## src/rtl/operand_fetch_pkg.sv

```systemverilog
// Shared widths, constants and forwarding-source encoding for the decode-stage
// operand fetch block.
package operand_fetch_pkg;

    localparam int WORD_WIDTH  = 32;
    localparam int REG_ADDR_W  = 5;
    localparam int STALL_CNT_W = 16;
    localparam int NUM_REGS    = 1 << REG_ADDR_W;

    localparam logic [WORD_WIDTH-1:0]  ZERO_WORD     = '0;
    localparam logic [STALL_CNT_W-1:0] STALL_CNT_MAX = '1;

    // Where a source operand's value comes from this cycle.
    typedef enum logic [2:0] {
        SRC_ZERO,
        SRC_EX,
        SRC_MEM,
        SRC_WB,
        SRC_RF
    } src_sel_e;

    // Forwarding priority: r0 is hard zero, then the youngest producer wins.
    function automatic src_sel_e pick_src(input logic nz, input logic ex_hit,
                                          input logic mem_hit, input logic wb_hit);
        if (!nz)          return SRC_ZERO;
        else if (ex_hit)  return SRC_EX;
        else if (mem_hit) return SRC_MEM;
        else if (wb_hit)  return SRC_WB;
        else              return SRC_RF;
    endfunction

endpackage

```

## src/rtl/operand_fetch_if.sv

```systemverilog
// ID/EX/MEM/WB side-band bus into the operand fetch block, and its
// registered operand output toward EX.
interface operand_fetch_if #(
    parameter int W  = 32,
    parameter int AW = 5
);
    // decoded instruction
    logic          id_valid;
    logic [AW-1:0] id_rs;
    logic [AW-1:0] id_rt;
    logic          id_use_rs;
    logic          id_use_rt;
    // pending producers
    logic          ex_wen;
    logic [AW-1:0] ex_waddr;
    logic [W-1:0]  ex_wdata;
    logic          ex_is_load;
    logic          mem_wen;
    logic [AW-1:0] mem_waddr;
    logic [W-1:0]  mem_wdata;
    logic          wb_wen;
    logic [AW-1:0] wb_waddr;
    logic [W-1:0]  wb_wdata;
    // pipeline control
    logic          flush;
    logic          ex_ready;
    // outputs
    logic          stall;
    logic          op_valid;
    logic [W-1:0]  op_a;
    logic [W-1:0]  op_b;
    logic [15:0]   stall_cnt;

    modport master (
        output id_valid, id_rs, id_rt, id_use_rs, id_use_rt,
        output ex_wen, ex_waddr, ex_wdata, ex_is_load,
        output mem_wen, mem_waddr, mem_wdata,
        output wb_wen, wb_waddr, wb_wdata,
        output flush, ex_ready,
        input  stall, op_valid, op_a, op_b, stall_cnt
    );

    modport slave (
        input  id_valid, id_rs, id_rt, id_use_rs, id_use_rt,
        input  ex_wen, ex_waddr, ex_wdata, ex_is_load,
        input  mem_wen, mem_waddr, mem_wdata,
        input  wb_wen, wb_waddr, wb_wdata,
        input  flush, ex_ready,
        output stall, op_valid, op_a, op_b, stall_cnt
    );

endinterface

```

## src/rtl/operand_fetch_regfile_2r1w.sv

```systemverilog
// 32-entry general register file: two async read ports, one write port.
// r0 ignores writes and always reads zero.
module regfile_2r1w
    import operand_fetch_pkg::*;
#(
    parameter int W  = WORD_WIDTH,
    parameter int AW = REG_ADDR_W
) (
    input  logic          clk,
    input  logic          rst_n,
    input  logic          we_i,
    input  logic [AW-1:0] waddr_i,
    input  logic [W-1:0]  wdata_i,
    input  logic [AW-1:0] raddr0_i,
    output logic [W-1:0]  rdata0_o,
    input  logic [AW-1:0] raddr1_i,
    output logic [W-1:0]  rdata1_o
);

    localparam int DEPTH = 1 << AW;

    logic [W-1:0] mem_q [DEPTH];

    // Array write; reset clears every entry, r0 writes are dropped.
    always_ff @(posedge clk or negedge rst_n) begin
        if (!rst_n) begin
            for (int i = 0; i < DEPTH; i++) mem_q[i] <= '0;
        end else if (we_i && (waddr_i != '0)) begin
            mem_q[waddr_i] <= wdata_i;
        end
    end

    assign rdata0_o = (raddr0_i == '0) ? '0 : mem_q[raddr0_i];
    assign rdata1_o = (raddr1_i == '0) ? '0 : mem_q[raddr1_i];

endmodule

```

## src/rtl/operand_fetch.sv

```systemverilog
// Decode-stage operand reader: register file, EX/MEM/WB forwarding, load-use
// detection and the registered operand pair handed to EX.
module operand_fetch
    import operand_fetch_pkg::*;
#(
    parameter int W  = WORD_WIDTH,
    parameter int AW = REG_ADDR_W
) (
    input  logic          clk,
    input  logic          rst_n,
    operand_fetch_if.slave bus
);

    // Index 0 is rs (op_a), index 1 is rt (op_b).
    logic [1:0][AW-1:0] src;
    logic [1:0]         use_src;
    logic [1:0][W-1:0]  rf_rd;
    logic [1:0][W-1:0]  res;
    logic [1:0]         hazard;

    assign src[0]     = bus.id_rs;
    assign src[1]     = bus.id_rt;
    assign use_src[0] = bus.id_use_rs;
    assign use_src[1] = bus.id_use_rt;

    regfile_2r1w #(.W(W), .AW(AW)) u_rf (
        .clk      (clk),
        .rst_n    (rst_n),
        .we_i     (bus.wb_wen),
        .waddr_i  (bus.wb_waddr),
        .wdata_i  (bus.wb_wdata),
        .raddr0_i (src[0]),
        .rdata0_o (rf_rd[0]),
        .raddr1_i (src[1]),
        .rdata1_o (rf_rd[1])
    );

    for (genvar g = 0; g < 2; g++) begin : g_src
        logic     nz;
        logic     ex_match;
        logic     ex_hit;
        logic     mem_hit;
        logic     wb_hit;
        src_sel_e sel;

        assign nz       = (src[g] != '0);
        assign ex_match = bus.ex_wen && (bus.ex_waddr == src[g]);
        // A load in EX has no data yet, so it never forwards.
        assign ex_hit   = ex_match && !bus.ex_is_load;
        assign mem_hit  = bus.mem_wen && (bus.mem_waddr == src[g]);
        assign wb_hit   = bus.wb_wen  && (bus.wb_waddr  == src[g]);
        assign sel      = pick_src(nz, ex_hit, mem_hit, wb_hit);

        assign res[g] = (sel == SRC_EX)  ? bus.ex_wdata  :
                        (sel == SRC_MEM) ? bus.mem_wdata :
                        (sel == SRC_WB)  ? bus.wb_wdata  :
                        (sel == SRC_RF)  ? rf_rd[g]      : '0;

        assign hazard[g] = bus.id_valid && use_src[g] && nz &&
                           ex_match && bus.ex_is_load;
    end

    logic                   load_use;
    logic                   hold;
    logic                   op_valid_q, op_valid_d;
    logic [W-1:0]           op_a_q, op_a_d;
    logic [W-1:0]           op_b_q, op_b_d;
    logic [STALL_CNT_W-1:0] stall_cnt_q, stall_cnt_d;

    assign load_use  = |hazard;
    assign hold      = op_valid_q && !bus.ex_ready;
    assign bus.stall = !bus.flush && (load_use || hold);

    // Next-state for the operand register and the load-use stall counter.
    always_comb begin
        op_valid_d  = op_valid_q;
        op_a_d      = op_a_q;
        op_b_d      = op_b_q;
        stall_cnt_d = stall_cnt_q;

        if (bus.flush) begin
            op_valid_d = 1'b0;
        end else if (hold) begin
            op_valid_d = op_valid_q;
        end else if (load_use) begin
            // Bubble; operand data is left as-is.
            op_valid_d = 1'b0;
        end else begin
            op_valid_d = bus.id_valid;
            op_a_d     = res[0];
            op_b_d     = res[1];
        end

        // Counts load-use hazard cycles; flush suppresses the count.
        if (load_use && !bus.flush && (stall_cnt_q != STALL_CNT_MAX))
            stall_cnt_d = stall_cnt_q + 1'b1;
    end

    // Operand register and counter state.
    always_ff @(posedge clk or negedge rst_n) begin
        if (!rst_n) begin
            op_valid_q  <= 1'b0;
            op_a_q      <= '0;
            op_b_q      <= '0;
            stall_cnt_q <= '0;
        end else begin
            op_valid_q  <= op_valid_d;
            op_a_q      <= op_a_d;
            op_b_q      <= op_b_d;
            stall_cnt_q <= stall_cnt_d;
        end
    end

    assign bus.op_valid  = op_valid_q;
    assign bus.op_a      = op_a_q;
    assign bus.op_b      = op_b_q;
    assign bus.stall_cnt = stall_cnt_q;

endmodule

```

## src/flat_wrapper.sv

```systemverilog
// flat-port wrapper written by rule: the top's interface ports become plain ports
module operand_fetch_flat import operand_fetch_pkg::*;
#(
    parameter int W  = WORD_WIDTH,
    parameter int AW = REG_ADDR_W
)
  (clk, rst_n, bus_id_valid, bus_id_rs, bus_id_rt, bus_id_use_rs, bus_id_use_rt, bus_ex_wen, bus_ex_waddr, bus_ex_wdata, bus_ex_is_load, bus_mem_wen, bus_mem_waddr, bus_mem_wdata, bus_wb_wen, bus_wb_waddr, bus_wb_wdata, bus_flush, bus_ex_ready, bus_stall, bus_op_valid, bus_op_a, bus_op_b, bus_stall_cnt);
  operand_fetch_if #(.W(W), .AW(AW)) bus_i ();
  input  logic clk;
  input  logic rst_n;
  input wire logic [$bits(bus_i.id_valid)-1:0] bus_id_valid;
  input wire logic [$bits(bus_i.id_rs)-1:0] bus_id_rs;
  input wire logic [$bits(bus_i.id_rt)-1:0] bus_id_rt;
  input wire logic [$bits(bus_i.id_use_rs)-1:0] bus_id_use_rs;
  input wire logic [$bits(bus_i.id_use_rt)-1:0] bus_id_use_rt;
  input wire logic [$bits(bus_i.ex_wen)-1:0] bus_ex_wen;
  input wire logic [$bits(bus_i.ex_waddr)-1:0] bus_ex_waddr;
  input wire logic [$bits(bus_i.ex_wdata)-1:0] bus_ex_wdata;
  input wire logic [$bits(bus_i.ex_is_load)-1:0] bus_ex_is_load;
  input wire logic [$bits(bus_i.mem_wen)-1:0] bus_mem_wen;
  input wire logic [$bits(bus_i.mem_waddr)-1:0] bus_mem_waddr;
  input wire logic [$bits(bus_i.mem_wdata)-1:0] bus_mem_wdata;
  input wire logic [$bits(bus_i.wb_wen)-1:0] bus_wb_wen;
  input wire logic [$bits(bus_i.wb_waddr)-1:0] bus_wb_waddr;
  input wire logic [$bits(bus_i.wb_wdata)-1:0] bus_wb_wdata;
  input wire logic [$bits(bus_i.flush)-1:0] bus_flush;
  input wire logic [$bits(bus_i.ex_ready)-1:0] bus_ex_ready;
  output wire logic [$bits(bus_i.stall)-1:0] bus_stall;
  output wire logic [$bits(bus_i.op_valid)-1:0] bus_op_valid;
  output wire logic [$bits(bus_i.op_a)-1:0] bus_op_a;
  output wire logic [$bits(bus_i.op_b)-1:0] bus_op_b;
  output wire logic [$bits(bus_i.stall_cnt)-1:0] bus_stall_cnt;
  assign bus_i.id_valid = bus_id_valid;
  assign bus_i.id_rs = bus_id_rs;
  assign bus_i.id_rt = bus_id_rt;
  assign bus_i.id_use_rs = bus_id_use_rs;
  assign bus_i.id_use_rt = bus_id_use_rt;
  assign bus_i.ex_wen = bus_ex_wen;
  assign bus_i.ex_waddr = bus_ex_waddr;
  assign bus_i.ex_wdata = bus_ex_wdata;
  assign bus_i.ex_is_load = bus_ex_is_load;
  assign bus_i.mem_wen = bus_mem_wen;
  assign bus_i.mem_waddr = bus_mem_waddr;
  assign bus_i.mem_wdata = bus_mem_wdata;
  assign bus_i.wb_wen = bus_wb_wen;
  assign bus_i.wb_waddr = bus_wb_waddr;
  assign bus_i.wb_wdata = bus_wb_wdata;
  assign bus_i.flush = bus_flush;
  assign bus_i.ex_ready = bus_ex_ready;
  assign bus_stall = bus_i.stall;
  assign bus_op_valid = bus_i.op_valid;
  assign bus_op_a = bus_i.op_a;
  assign bus_op_b = bus_i.op_b;
  assign bus_stall_cnt = bus_i.stall_cnt;
  operand_fetch #(.W(W), .AW(AW)) u_core (.clk(clk), .rst_n(rst_n), .bus(bus_i));
endmodule
```

## config.mk

```make
export PLATFORM = sky130hd
export DESIGN_NAME = operand_fetch_flat
export DESIGN_NICKNAME = d
export VERILOG_FILES = /design/src/rtl/operand_fetch_pkg.sv /design/src/rtl/operand_fetch_if.sv /design/src/rtl/operand_fetch_regfile_2r1w.sv /design/src/rtl/operand_fetch.sv /design/src/flat_wrapper.sv
export SDC_FILE = /design/constraint.sdc
export NUM_CORES = 2
export LEC_CHECK = 0
export CAP_MARGIN = 5
export CORE_MARGIN = 10
export CORE_UTILIZATION = 53
export DETAILED_ROUTE_END_ITERATION = 8
export PLACE_DENSITY = 0.73
export SLEW_MARGIN = 40
export SYNTH_ARGS = -nofsm -noshare
export SYNTH_HDL_FRONTEND = slang
export SYNTH_HIERARCHICAL = 1
export SYNTH_SLANG_ARGS = --single-unit
```

## constraint.sdc

```tcl
create_clock -name clk -period 3.35 [get_ports clk]
set_input_delay 0.8375 -clock clk [delete_from_list [all_inputs] [get_ports clk]]
set_output_delay 0.8375 -clock clk [all_outputs]
set_load 0.02 [all_outputs]
```

==> results by group <==
Run status
  – Outcome: complete, no violations

Global route
  – Vias in the first global route: 44,200
  – Antenna violations before repair: 6
  – Largest net degree at the start of global routing: 94
  – First-pass GRT wire length: between 300,000 and 400,000 um
  – Total GRT Usage: 31.8%
  – Total gr overflow: 0

Pwr
  – Max VDD drop: 0.411 mV
  – Overall Power: 39.8 mW
  – Pleak: 30.5 nW
  – Pwr per Cell Area: between 500 and 600 nW/um^2

Route
  – Vias/cell: 7.02
  – Drt first pass iters: 5
  – Initial DRC Count: 4,359
  – Routed WL: 205,000 um
  – Wirelength per Cell: 33.6 um
  – DRC viols: 0
  – Via Count: 42,900
  – Post-route ant nets: 0

Job
  – Max_cap viols: 0

Floorplanning
  – I/O pin count: 214
  – Die W: 357 um
  – Initial Util: 53.4%
  – Die area: ~130,000 um^2
  – Row Count: 123
  – Core Area: 113,000 um^2
  – Die Span Y: 357 um

Critical path
  – Crit-path cells: clkdlybuf4s50_1 -> xor2_1 -> nor2_2 -> nor4bb_4 -> o211a_2 -> a21oi_1 -> nor2_2 -> buf_4
  – Crit end category: output pin
  – CP peak stage delay: 0.53 ns
  – Most Frequent Cell on Critical Path: nor2_2
  – Critical Path RT: ~2.5 ns
  – Startpoint Class: input pin
  – Slowest CP cell: clkdlybuf4s50_1
  – CP top delay family: buffers and inverters
  – Critical path buffer and inverter count: 2
  – Setup Crit Path Kind: input pin to output pin
  – CP max FO: 3
  – Critical Path AT: 2.42 ns

Layout
  – Area Growth Syn to Fin: 18.4%
  – Most frequent cells in the layout: dfrtp_1 (1,105), mux2_2 (998), mux4_2 (448), buf_4 (330), clkdlybuf4s50_1 (196)
  – Most common cell after layout, fill and taps aside: dfrtp_1
  – Final nets: between 4,000 and 5,000
  – Fraction of layout cells with a size suffix above 1: between 40% and 50%
  – Fin cells: 6,110

Place
  – DP Wirelength: between 100,000 and 150,000 um
  – I/O Buffers: approximately 210
  – Placed cell count: 5,889
  – GPL Wtd Cong: approximately 0.9

Logic synthesis
  – Library cells used by synthesis: 53
  – Syn Nets: 4,344
  – Top FF cell, synth: dfrtp_1
  – Async S/R FF share, synth: 100%
  – Yosys warns: 6
  – Sequential element share of the synthesized area: a little under half
  – Register bit total from synthesis: 1,105
  – Synthesized area per cell: 14.3 um^2
  – Cell count after synthesis: 4,211
  – Synthesized area: 60,200 um^2
  – EDFF count, synth: 0

CTS
  – Clk slew on worst S/H paths: about 0.06 ns
  – Sink Count: between 1,000 and 1,500
  – CTS tree: built
  – Clk_lat worst skew: roughly 0.73 ns
  – Num CTS Buffers: 116
  – CTS root buffer: clkbuf_16
  – H-tree Lvls: 3
  – Clk buf depth: 3

Timing
  – Slew at the pin closest to its max-slew limit: 0.926 ns
  – RSZ-0062 raised after global routing: false
  – Slew HR: 38.3%
  – Final setup viols: 0
  – Fmax: 0.307 GHz
  – Period utilisation layout: between 90% and 100%
  – Clk_skew: 0.0309 ns
  – Final hold violation count: 0
  – Min Tclk post-route: 3.26 ns
  – Max Slew Vio Count: 0

Min path
  – Hold WC Path Type: input pin to asynchronous set/reset pin
==> cell usage after synthesis, drive strengths merged, types with 3 or more instances <==
| library cell | n | area share [%] |
|---|---|---|
| buf | 238 | 2.3 |
| a221o | 32 | 0.53 |
| and3 | 14 | 0.15 |
| clkbuf | 258 | 1.6 |
| a221oi | 80 | 1.2 |
| o31ai | 32 | 0.42 |
| nand2 | 54 | 0.34 |
| a211oi | 64 | 0.80 |
| o2bb2ai | 32 | 0.78 |
| xor2 | 12 | 0.17 |
| and2 | 35 | 0.36 |
| dfrtp | 1105 | 46 |
| xnor2 | 33 | 0.48 |
| a311oi | 64 | 0.93 |
| a2bb2oi | 32 | 0.47 |
| a22oi | 96 | 1.2 |
| and4 | 3 | 0.044 |
| nand2b | 7 | 0.073 |
| or3 | 3 | 0.031 |
| mux4 | 448 | 17 |
| nor3 | 4 | 0.042 |
| mux2 | 1057 | 20 |
| o2111ai | 16 | 0.23 |
| inv | 4 | 0.025 |
| nor2b | 74 | 0.77 |
| o21ai | 177 | 1.5 |
| or2 | 4 | 0.042 |
| or4 | 5 | 0.081 |
| nor2 | 62 | 0.40 |
| nand4 | 10 | 0.10 |
| mux2i | 128 | 2.1 |
| nand3 | 16 | 0.13 |
==> logic make-up (layout without fill, tap and decap cells) <==
logic type	count (synthesis)	count (layout)	synth area share (%)
other cells	0	5	0
mux	1633	1633	38.7
flops	1105	1105	46.0
buf+inv	500	894	3.92
xor+xnor	45	45	0.655
fa+ha+maj	1	1	0.0208
simple gates	296	296	2.64
compound gates	631	631	8.10
==> cell type report <==
cell class                      count  area [um^2]
Antenna cell                        5         12.5
Clock buffer                      183         3570
Clock inverter                     32          367
Fill cell                        8189        41500
Inverter                            4         17.5
Multi-Input combinational cell   2606        30400
Sequential cell                  1105        27700
Tap cell                         1500         1880
Timing Repair Buffer              675         7270
==> per-stage QoR <==
| step | instance area [um^2] | utilization [%] | setup slack, ns | hold WS (ns) | TNS (ns) |
|---|---|---|---|---|---|
| 6_report | 71200 | 63.2 | 0.0939 | 0.101 | 0 |
| 5_1_grt | 71200 | 63.2 | 0.0120 | 0.106 | 0 |
| 4_1_cts | 71100 | 63.2 | 0.000530 | 0.0798 | 0 |
| 3_5_place_dp | 67200 | 59.6 | -0.541 | 0.383 | -17.81 |
| 3_3_place_gp | 67200 | 59.6 | -0.617 | 0.377 | -23.09 |
| 2_1_floorplan | 60200 | - | 0.0681 | 0.441 | 0 |
==> flip-flops by register name, summed over array words and instances (netlist names) <==
signal and flops:
u_core/bus.op_a 32, u_core/bus.op_b 32, u_core/bus.op_valid 1, u_core/bus.stall_cnt 16, u_core/u_rf/mem_q 1024
==> where the power goes <==
part / leakage, nW / total [mW] / internal [mW] / switching (mW)
Sequential: 14.2 / 17.7 / 15.8 / 1.86
Clock: 1.95 / 13.3 / 7.80 / 5.53
Combinational: 14.4 / 8.81 / 5.21 / 3.60
==> layer usage <==
| metal | global-route usage, % | share of wire (%) | vias up |
|---|---|---|---|
| met5 | 0 | 0.020 | - |
| met4 | 15.7 | 5.6 | 6 |
| met3 | 9.55 | 12 | 697 |
| met2 | 48.5 | 45 | 2659 |
| met1 | 41.5 | 37 | 22600 |
| li1 | - | - | 17000 |
==> repair_timing <==
item / 4_1_cts / 5_1_grt
buffers inserted: 0 / 1
gates resized for setup: 8 / 8
hold buffers: 0 / 0
pin swaps: 0 / 5
endpoints found under the setup margin: 1 / 1
==> final timing paths <==
| kind | slack, ns | from | cells past startpoint | to |
|---|---|---|---|---|
| worst min-delay path | 0.10 | rst_n | 1 | u_core/u_rf/mem_q[702] |
| min in group clk | 0.39 | u_core/u_rf/mem_q[999] | 0 | u_core/u_rf/mem_q[999] |
| worst max-delay path | 0.09 | bus_ex_waddr[2] | 8 | bus_stall |
| worst max register to register | 0.83 | u_core/u_rf/mem_q[900] | 8 | u_core/bus.op_a[4] |
| worst min register to register | 0.39 | u_core/u_rf/mem_q[999] | 0 | u_core/u_rf/mem_q[999] |
| max in group asynchronous | 2.20 | rst_n | 3 | u_core/u_rf/mem_q[924] |
(Power assumes the default switching activity.)
